<file path="config.mk">
export PLATFORM = sky130hd
export DESIGN_NAME = aes_round_ctrl_flat
export DESIGN_NICKNAME = d
export VERILOG_FILES = /design/src/rtl/aes_pkg.sv /design/src/rtl/aes_round_ctrl_if.sv /design/src/rtl/aes_round_ctrl.sv /design/src/flat_wrapper.sv
export SDC_FILE = /design/constraint.sdc
export NUM_CORES = 1
export LEC_CHECK = 0
export CORE_AREA = 3 3 301 303
export DETAILED_ROUTE_END_ITERATION = 12
export DIE_AREA = 0 0 304 306
export HOLD_SLACK_MARGIN = 0.02
export PLACE_DENSITY_LB_ADDON = 0.12
export SYNTH_ARGS = -nofsm -noshare
export SYNTH_HDL_FRONTEND = slang
export SYNTH_SLANG_ARGS = --single-unit
</file>
<file path="constraint.sdc">
create_clock -name i_clock -period 2.5 [get_ports i_clock]
set_clock_uncertainty 0.2 [all_clocks]
set_input_delay 0.75 -clock i_clock [delete_from_list [all_inputs] [get_ports i_clock]]
set_output_delay 0.75 -clock i_clock [all_outputs]
set_load 0.005 [all_outputs]
</file>
<file path="src/rtl/aes_pkg.sv">
// Shared constants and state encoding for the AES round sequencing logic.
// Imported by the controller, its bus interface and the bench.
package aes_pkg;

    localparam int AES_BLOCK_W    = 128;
    localparam int AES_ROUNDS_128 = 10;
    localparam int RIDX_W         = 4;

    typedef enum logic [2:0] {
        IDLE    = 3'd0,
        LOAD    = 3'd1,
        ROUND   = 3'd2,
        CAPTURE = 3'd3,
        DONE    = 3'd4
    } state_t;

endpackage

</file>
<file path="src/rtl/aes_round_ctrl_if.sv">
// Request, response and datapath-control signals of the AES round controller.
// slave is the controller side; master is the request source/datapath side.
interface aes_round_ctrl_if
    import aes_pkg::*;
#(
    parameter int BLOCK_W = AES_BLOCK_W
) ();

    logic               i_valid;
    logic               o_ready;
    logic [BLOCK_W-1:0] i_plain;
    logic [BLOCK_W-1:0] i_key;
    logic               o_valid;
    logic               i_ready;
    logic [BLOCK_W-1:0] o_cipher;
    logic               o_dp_load;
    logic               o_dp_round_en;
    logic [RIDX_W-1:0]  o_dp_round_idx;
    logic               o_dp_final;
    logic [BLOCK_W-1:0] o_dp_state_in;
    logic [BLOCK_W-1:0] o_dp_key_in;
    logic [BLOCK_W-1:0] i_dp_state;
    logic               o_busy;

    modport slave (
        input  i_valid, i_plain, i_key, i_ready, i_dp_state,
        output o_ready, o_valid, o_cipher, o_dp_load,
        output o_dp_round_en, o_dp_round_idx, o_dp_final,
        output o_dp_state_in, o_dp_key_in, o_busy
    );

    modport master (
        output i_valid, i_plain, i_key, i_ready, i_dp_state,
        input  o_ready, o_valid, o_cipher, o_dp_load,
        input  o_dp_round_en, o_dp_round_idx, o_dp_final,
        input  o_dp_state_in, o_dp_key_in, o_busy
    );

endinterface

</file>
<file path="src/rtl/aes_round_ctrl.sv">
// Sequencer for an iterative one-round-per-cycle AES datapath: accept,
// initial key add, ROUNDS round steps, capture, then hold result until taken.
module aes_round_ctrl
    import aes_pkg::*;
#(
    parameter int ROUNDS  = AES_ROUNDS_128,
    parameter int BLOCK_W = AES_BLOCK_W
) (
    input logic              i_clock,
    input logic              i_reset,
    aes_round_ctrl_if.slave  bus
);

    localparam logic [RIDX_W-1:0] LAST = RIDX_W'(ROUNDS);
    localparam logic [RIDX_W-1:0] ONE  = RIDX_W'(1);

    generate
        if (ROUNDS < 1 || ROUNDS > 15) begin : g_bad_rounds
            $error("aes_round_ctrl: ROUNDS must be within 1..15");
        end
    endgenerate

    state_t             state;
    logic               valid;
    logic               load;
    logic               round_en;
    logic [RIDX_W-1:0]  round_idx;
    logic               final_rnd;
    logic               busy;
    logic [BLOCK_W-1:0] cipher;
    logic [BLOCK_W-1:0] plain_q;
    logic [BLOCK_W-1:0] key_q;

    // round_idx doubles as the round counter; it is only nonzero in ROUND
    always_ff @(posedge i_clock) begin
        if (i_reset) begin
            state     <= IDLE;
            valid     <= 1'b0;
            load      <= 1'b0;
            round_en  <= 1'b0;
            round_idx <= '0;
            final_rnd <= 1'b0;
            busy      <= 1'b0;
            cipher    <= '0;
            plain_q   <= '0;
            key_q     <= '0;
        end else begin
            unique case (state)
                IDLE: begin
                    if (bus.i_valid) begin
                        plain_q <= bus.i_plain;
                        key_q   <= bus.i_key;
                        load    <= 1'b1;
                        busy    <= 1'b1;
                        state   <= LOAD;
                    end
                end
                LOAD: begin
                    load      <= 1'b0;
                    round_en  <= 1'b1;
                    round_idx <= ONE;
                    final_rnd <= (LAST == ONE);
                    state     <= ROUND;
                end
                ROUND: begin
                    if (round_idx == LAST) begin
                        round_en  <= 1'b0;
                        round_idx <= '0;
                        final_rnd <= 1'b0;
                        state     <= CAPTURE;
                    end else begin
                        round_idx <= round_idx + ONE;
                        final_rnd <= ((round_idx + ONE) == LAST);
                    end
                end
                CAPTURE: begin
                    cipher <= bus.i_dp_state;
                    valid  <= 1'b1;
                    state  <= DONE;
                end
                DONE: begin
                    if (bus.i_ready) begin
                        valid <= 1'b0;
                        busy  <= 1'b0;
                        state <= IDLE;
                    end
                end
                default: begin
                    state <= IDLE;
                end
            endcase
        end
    end

    assign bus.o_ready        = (state == IDLE);
    assign bus.o_valid        = valid;
    assign bus.o_cipher       = cipher;
    assign bus.o_dp_load      = load;
    assign bus.o_dp_round_en  = round_en;
    assign bus.o_dp_round_idx = round_idx;
    assign bus.o_dp_final     = final_rnd;
    assign bus.o_dp_state_in  = plain_q;
    assign bus.o_dp_key_in    = key_q;
    assign bus.o_busy         = busy;

endmodule

</file>
<file path="src/flat_wrapper.sv">
// flat-port wrapper written by rule: the top's interface ports become plain ports
module aes_round_ctrl_flat import aes_pkg::*;
#(
    parameter int ROUNDS  = AES_ROUNDS_128,
    parameter int BLOCK_W = AES_BLOCK_W
)
  (i_clock, i_reset, bus_i_valid, bus_i_plain, bus_i_key, bus_i_ready, bus_i_dp_state, bus_o_ready, bus_o_valid, bus_o_cipher, bus_o_dp_load, bus_o_dp_round_en, bus_o_dp_round_idx, bus_o_dp_final, bus_o_dp_state_in, bus_o_dp_key_in, bus_o_busy);
  aes_round_ctrl_if #(.BLOCK_W(BLOCK_W)) bus_i ();
  input logic i_clock;
  input logic i_reset;
  input wire logic [$bits(bus_i.i_valid)-1:0] bus_i_valid;
  input wire logic [$bits(bus_i.i_plain)-1:0] bus_i_plain;
  input wire logic [$bits(bus_i.i_key)-1:0] bus_i_key;
  input wire logic [$bits(bus_i.i_ready)-1:0] bus_i_ready;
  input wire logic [$bits(bus_i.i_dp_state)-1:0] bus_i_dp_state;
  output wire logic [$bits(bus_i.o_ready)-1:0] bus_o_ready;
  output wire logic [$bits(bus_i.o_valid)-1:0] bus_o_valid;
  output wire logic [$bits(bus_i.o_cipher)-1:0] bus_o_cipher;
  output wire logic [$bits(bus_i.o_dp_load)-1:0] bus_o_dp_load;
  output wire logic [$bits(bus_i.o_dp_round_en)-1:0] bus_o_dp_round_en;
  output wire logic [$bits(bus_i.o_dp_round_idx)-1:0] bus_o_dp_round_idx;
  output wire logic [$bits(bus_i.o_dp_final)-1:0] bus_o_dp_final;
  output wire logic [$bits(bus_i.o_dp_state_in)-1:0] bus_o_dp_state_in;
  output wire logic [$bits(bus_i.o_dp_key_in)-1:0] bus_o_dp_key_in;
  output wire logic [$bits(bus_i.o_busy)-1:0] bus_o_busy;
  assign bus_i.i_valid = bus_i_valid;
  assign bus_i.i_plain = bus_i_plain;
  assign bus_i.i_key = bus_i_key;
  assign bus_i.i_ready = bus_i_ready;
  assign bus_i.i_dp_state = bus_i_dp_state;
  assign bus_o_ready = bus_i.o_ready;
  assign bus_o_valid = bus_i.o_valid;
  assign bus_o_cipher = bus_i.o_cipher;
  assign bus_o_dp_load = bus_i.o_dp_load;
  assign bus_o_dp_round_en = bus_i.o_dp_round_en;
  assign bus_o_dp_round_idx = bus_i.o_dp_round_idx;
  assign bus_o_dp_final = bus_i.o_dp_final;
  assign bus_o_dp_state_in = bus_i.o_dp_state_in;
  assign bus_o_dp_key_in = bus_i.o_dp_key_in;
  assign bus_o_busy = bus_i.o_busy;
  aes_round_ctrl #(.ROUNDS(ROUNDS), .BLOCK_W(BLOCK_W)) u_core (.i_clock(i_clock), .i_reset(i_reset), .bus(bus_i));
endmodule
</file>
==> results of run 1 <==
==> registers in the layout, summed over array words and instances (netlist names) <==
name,count
u_core.bus.o_cipher,128
u_core.bus.o_dp_round_idx,4
u_core.bus.o_valid,1
u_core.bus.o_dp_load,1
u_core.bus.o_dp_state_in,128
u_core.bus.o_busy,1
u_core.bus.o_dp_final,1
u_core.bus.o_dp_key_in,128
u_core.state,3
u_core.bus.o_dp_round_en,1
==> cells by family after synthesis <==
logic type                 Yosys count  synth area share (%)
AOI/OAI and AO/OA                  404                  14.9
buffers and inverters              136                  4.57
xor gates and xnor gates             3                 0.191
and+or+nand+nor                    793                  22.3
muxes                                1                0.0820
adders and majority gates            3                 0.274
DFF                                396                  57.8
==> cell usage after synthesis, drive strengths merged <==
master,number
o32ai,2
and3b,1
nand4b,1
inv,4
nor4b,1
a31oi,2
a211oi,2
nand3b,5
or2,1
mux2,1
nor2b,2
a21oi,391
nor3b,2
ha,3
nand2,770
or4,1
dfxtp,396
o31ai,2
clkbuf,62
nor4,1
buf,70
xnor2,2
nor2,2
xor2,1
or3b,1
nand3,1
o21ai,5
or4b,1
nor3,3
==> report_power, final <==
group	switching, W	internal [W]	leakage, nW
registers	0.000190	0.00668	3.23
logic	0.00117	0.00152	4.93
clock network	0.00285	0.00416	0.794
==> stage by stage <==
stage | total power, W | hold slack [ns]
2_1_floorplan | 0.00786 | 0.253
3_3_place_gp | 0.00977 | 0.241
3_5_place_dp | 0.00980 | 0.245
4_1_cts | 0.0170 | 0.253
5_1_grt | 0.0175 | 0.271
6_report | 0.0166 | 0.250
==> cell type report <==
cell class	count	area, um^2
Inverter	4	15.0
Multi-Input combinational cell	1204	5190
Clock inverter	15	83.8
Sequential cell	396	7930
Tap cell	1165	1460
Clock buffer	78	1520
Fill cell	9512	63400
Antenna cell	7	17.5
Timing Repair Buffer	846	8630
==> metal layers <==
layer | global-route usage [%] | part of all wire [%] | up-vias
li1 | - | - | 7135
met3 | 5.84 | 9.7 | 88
met2 | 23.5 | 50 | 507
met4 | 4.37 | 2.7 | 6
met5 | 0 | 0.069 | -
met1 | 14.2 | 38 | 6662
==> how the worst max path moves through the flow <==
stage,start,endpoint,slack [ns],cells after the start
2_1_floorplan,bus_i_valid,u_core.bus.o_dp_key_in[100],0.46,6
3_3_place_gp,bus_i_valid,u_core.bus.o_dp_state_in[63],-0.18,6
3_5_place_dp,bus_i_valid,u_core.bus.o_dp_state_in[22],-0.22,7
4_1_cts,u_core.bus.o_dp_state_in[52],bus_o_dp_state_in[52],0.00009,1
5_1_grt,u_core.bus.o_cipher[2],bus_o_cipher[2],-0.0000001,1
6_report,u_core.bus.o_cipher[72],bus_o_cipher[72],0.06,1
==> worst register-to-register path: cells and delay by family, from the launching register on <==
family | cells | cell delay [ns]
AO/OA/AOI/OAI | 1 | 0.06
buffers and inverters | 3 | 0.69
flip-flops | 1 | 0.31
AND/OR/NAND/NOR | 2 | 0.66
==> repair_timing <==
action,4_1_cts,5_1_grt
hold buffers,0,0
setup endpoints to repair,37,4
pin swaps,1,0
gates resized for setup,41,4
hold endpoints to repair,0,0
==> impl_metrics.toml, run 1 <==
[status]
status = "finished, final reports clean"

[critical_path]
cp.required_ns = 1.55
r2r_cells = 6
worstSetupEndpointType = "output port"
rr_startpoint = "u_core.state[1]"
cp.arrival_ns = 1.49
cpMaxStageDelayCell = "clkdlybuf4s50_1"
crit_chain = "clkdlybuf4s50_1"
crit_path_max_fanout = 2
cp_num_buf_inv = 1
critPathMaxStageDelay_ns = 0.56
ff2ff_setup_slack_ns = 0.45
crit_path_start_kind = "flip-flop"
crit_type = "reg -> out"
path_delay_family = "buffers and inverters"
rr_endpoint = "u_core.bus.o_dp_state_in[83]"

[floorplan]
die_area_mm2 = 0.0930
chipWidth_um = 304
die_h_um = 306
start_util_pct = 15.6
io_pins = 782
coreArea_mm2 = 0.0882
rows = 109

[clock_network]
path_clk_slew_ns = 0.06
cts_buffer_depth = 3
cts_num_sinks = 396
numCtsBuffers = 51
clk_latency_ns = 0.58
postCtsSetupBuffers = 0
cts_tree = "yes"
cts-root-buf = "clkbuf_16"
htree_levels = 2

[synth]
netlist-cell-type-count = 32
syn-mean-instance-area_um2 = 7.91
synthesis.nets = 2127
ys_ff_latch = 396
netlist_instances = 1736
synth_area_leaders = "dfxtp_1, nand2_1, a21oi_1"
synth_seq_area_share_pct = 57.8
yosys.area.top_type = "dfxtp_1"
synth_top_area_share_pct = 57.8
synth_warnings = 0
syn_area_mm2 = 0.0137

[place]
placed_area_mm2 = 0.0232
pre_cts_slack_ns = -0.217
routabilityCongestion = 0.767
port_buffers = 781
dp_hpwl_um = 49200
placedCellCount = 3615

[finish]
final_area_mm2 = 0.0248
fin_nets = 2894
utilization_pct = 28.2
final_cells = 3715
drive_above_1_share_pct = 6.10
layout-area-overhead-vs-synth_pct = 81.0
final_cell_mix = "nand2_1, clkdlybuf4s50_1, dfxtp_1"
final_common_cell = "nand2_1"

[timing]
worst_slack_ns = 0.0603
finalHoldViolations = 0
slew_headroom_pct = 61.7
fin_crit_ns = 2.44
fmax_mhz = 410
timing.setup.tns_ns = 0
setup_viol = 0
finalCritPeriodShare_pct = 97.6
slew_viol_final = 0
tightest_slew_ns = 0.575

[route]
vias_per_cell = 3.88
vias = 14398
drt_first_iter_violations = 597
routed_wl_um = 65200
ant_nets = 0
routedWlPerCell_um = 17.6
dr.pass1.iters = 6
drc = 0

[power]
ir_drop_mv = 0.441
power_density_mw_per_mm2 = 667
p_leak_nw = 8.96

[grt]
antenna_found_initial = 10
grt_max_degree = 60
grt_pass1_vias = 14454
grt_overflow = 0
grt_pass1_wl_um = 95800
grt_usage_pct = 13.3

[min_path]
min_from = "u_core.bus.o_dp_state_in[57]"
hold_path_class = "reg -> reg"
min_path_cells = 2
worstHoldEndpoint = "u_core.bus.o_dp_state_in[57]"

[run]
maxCapViolations = 0
No activity file was read; power rests on OpenSTA's default activity.
==> run 2, diff against run 1 <==
PLACE_DENSITY = 0.36   (was default)
PLACE_DENSITY_LB_ADDON = default   (was 0.12)
SKIP_CTS_REPAIR_TIMING = 1   (was default)
==> run 2 against run 1 <==
  * Setup slack better by 0.0068 ns
  * Routed wire length is 1.4% higher
  * Sequential share of layout area shrank 0.17 points
  * Final area increased by 0.51%
  * Register-to-register slack about the same
  * Largest power group unchanged
  * Critical endpoint is now bus_o_dp_state_in[116]
==> impl_metrics.toml, run 2 (synthesis gave the netlist of run 1 again) <==
[critical_path]
crit_path_max_fanout = 2
cp.arrival_ns = 1.48
cp_num_cells = 1
r2r_cells = 5
worstSetupEndpointType = "output port"
cp_num_buf_inv = 1
path_delay_family = "buffers and inverters"
cp.required_ns = 1.55
crit_chain = "clkdlybuf4s50_1"
critPathMaxStageDelay_ns = 0.58
crit_type = "reg -> out"
crit_path_start_kind = "flip-flop"
cpMaxStageDelayCell = "clkdlybuf4s50_1"

[power]
combPwrFrac_pct = 16.3
power.internal_w = 0.0124
swShare_pct = 25.2
clock_power_share_pct = 42.4
p_leak_nw = 9.57
power_density_mw_per_mm2 = 666
totalPowerFinal_w = 0.0166
ir_drop_mv = 0.415
p_switching_w = 0.00419
power.share.sequential_pct = 41.3

[route]
vias_per_cell = 3.88
drt_first_iter_violations = 619
dr.pass1.iters = 5
routed_wl_um = 66100
ant_nets = 0
routedWlPerCell_um = 17.8
drc = 0
vias = 14384

[floorplan]
die_h_um = 306
die_area_mm2 = 0.0930
rows = 109
io_pins = 782
coreArea_mm2 = 0.0882
chipWidth_um = 304
start_util_pct = 15.6

[grt]
grt_busiest_layer = "met2"
use_met2_pct = 24.5
grt_max_degree = 109
antenna_found_initial = 9
grt_pass1_vias = 14503
grt_overflow = 0
grtUsageMet1_pct = 14.4
grt_pass1_wl_um = 96700
grt_usage_pct = 13.5
grt_util_met3_pct = 5.66

[clock_network]
cts-root-buf = "clkbuf_16"
cts_buffer_depth = 3
clk_latency_ns = 0.57
cts_num_sinks = 396
cts_tree = "yes"
htree_levels = 2
numCtsBuffers = 50
path_clk_slew_ns = 0.06

[finish]
layout-area-overhead-vs-synth_pct = 81.9
final_area_mm2 = 0.0250
drive_above_1_share_pct = 5.79
final_cell_mix = "nand2_1, clkdlybuf4s50_1, dfxtp_1"
fin_nets = 2897
num-fill-cells = 9479
final_common_cell = "nand2_1"

[status]
status = "finished, final reports clean"

[min_path]
hold_path_class = "reg -> reg"
min_path_cells = 2

[place]
placed_area_mm2 = 0.0233
routabilityCongestion = 0.745
dp_hpwl_um = 50200
port_buffers = 781

[timing]
fin_crit_ns = 2.43
slew_viol_final = 0
rsz0062_at_grt = "false"
slew_headroom_pct = 57.5
finalCritPeriodShare_pct = 97.3
tightest_slew_ns = 0.636
setup_viol = 0
fmax_mhz = 411
timing.setup.tns_ns = 0
finalHoldViolations = 0

[run]
maxCapViolations = 0
==> run 2: cell types whose count changed in the layout (fill, tap and decap cells not counted), sizes merged, moves of 4 or more <==
cell / previous run / this run
buf: 66 / 70
clkinv: 13 / 2
clkdlybuf4s50: 740 / 729
diode: 7 / 3
dlygate4sd2: 36 / 0
dlymetal6s2s: 4 / 51
==> run 2: final timing paths <==
kind | from | to | slack [ns]
worst max-delay path | u_core.bus.o_dp_state_in[116] | bus_o_dp_state_in[116] | 0.07
worst min register to register | u_core.bus.o_dp_key_in[35] | u_core.bus.o_dp_key_in[35] | 0.25
worst min-delay path | u_core.bus.o_dp_key_in[35] | u_core.bus.o_dp_key_in[35] | 0.25
worst max register to register | u_core.state[2] | u_core.bus.o_cipher[76] | 0.44
==> run 2: stage by stage <==
| step | util (%) | setup WS (ns) | hold WS (ns) | cells |
|---|---|---|---|---|
| after floorplan | - | 0.459 | 0.253 | 1736 |
| after detailed placement | 26.4 | -0.208 | 0.246 | 3619 |
| after global routing | 28.3 | 0.000384 | 0.264 | 3703 |
| final | 28.3 | 0.0672 | 0.250 | 3705 |
| after CTS | 28.1 | -0.350 | 0.253 | 3702 |
| after global placement | 26.4 | -0.183 | 0.242 | 3619 |
==> run 2: worst min-delay path: stages, from the launching register on <==
cell	delay, ns
dfxtp_1	0.30
nand2_1	0.05
a21oi_1	0.05
==> run 2: area by class of cell <==
class                      count  area, um^2  share of cell area, %
sequential                   396        7930                   31.8
clock buffer                  79        1520                   6.10
inverter                       4        15.0                 0.0601
timing repair buffer         850        8790                   35.2
antenna                        3        7.51                 0.0301
tap                         1165        1460                   5.84
multi-input combinational   1204        5190                   20.8
clock inverter                 4        51.3                  0.205
==> run 2: power by group through the flow <==
stage	clock network, W	logic (W)	registers [W]
6_report	0.00706	0.00272	0.00687
5_1_grt	0.00764	0.00297	0.00691
4_1_cts	0.00740	0.00280	0.00687
3_5_place_dp	0	0.00279	0.00700
3_3_place_gp	0	0.00278	0.00699
2_1_floorplan	0	0.000843	0.00702
==> run 2: per-layer routing <==
metal	routed length [um]	share of wire, %
met3	6240	9.4
met2	33200	50
met1	25100	38
met4	1490	2.3
met5	66	0.10
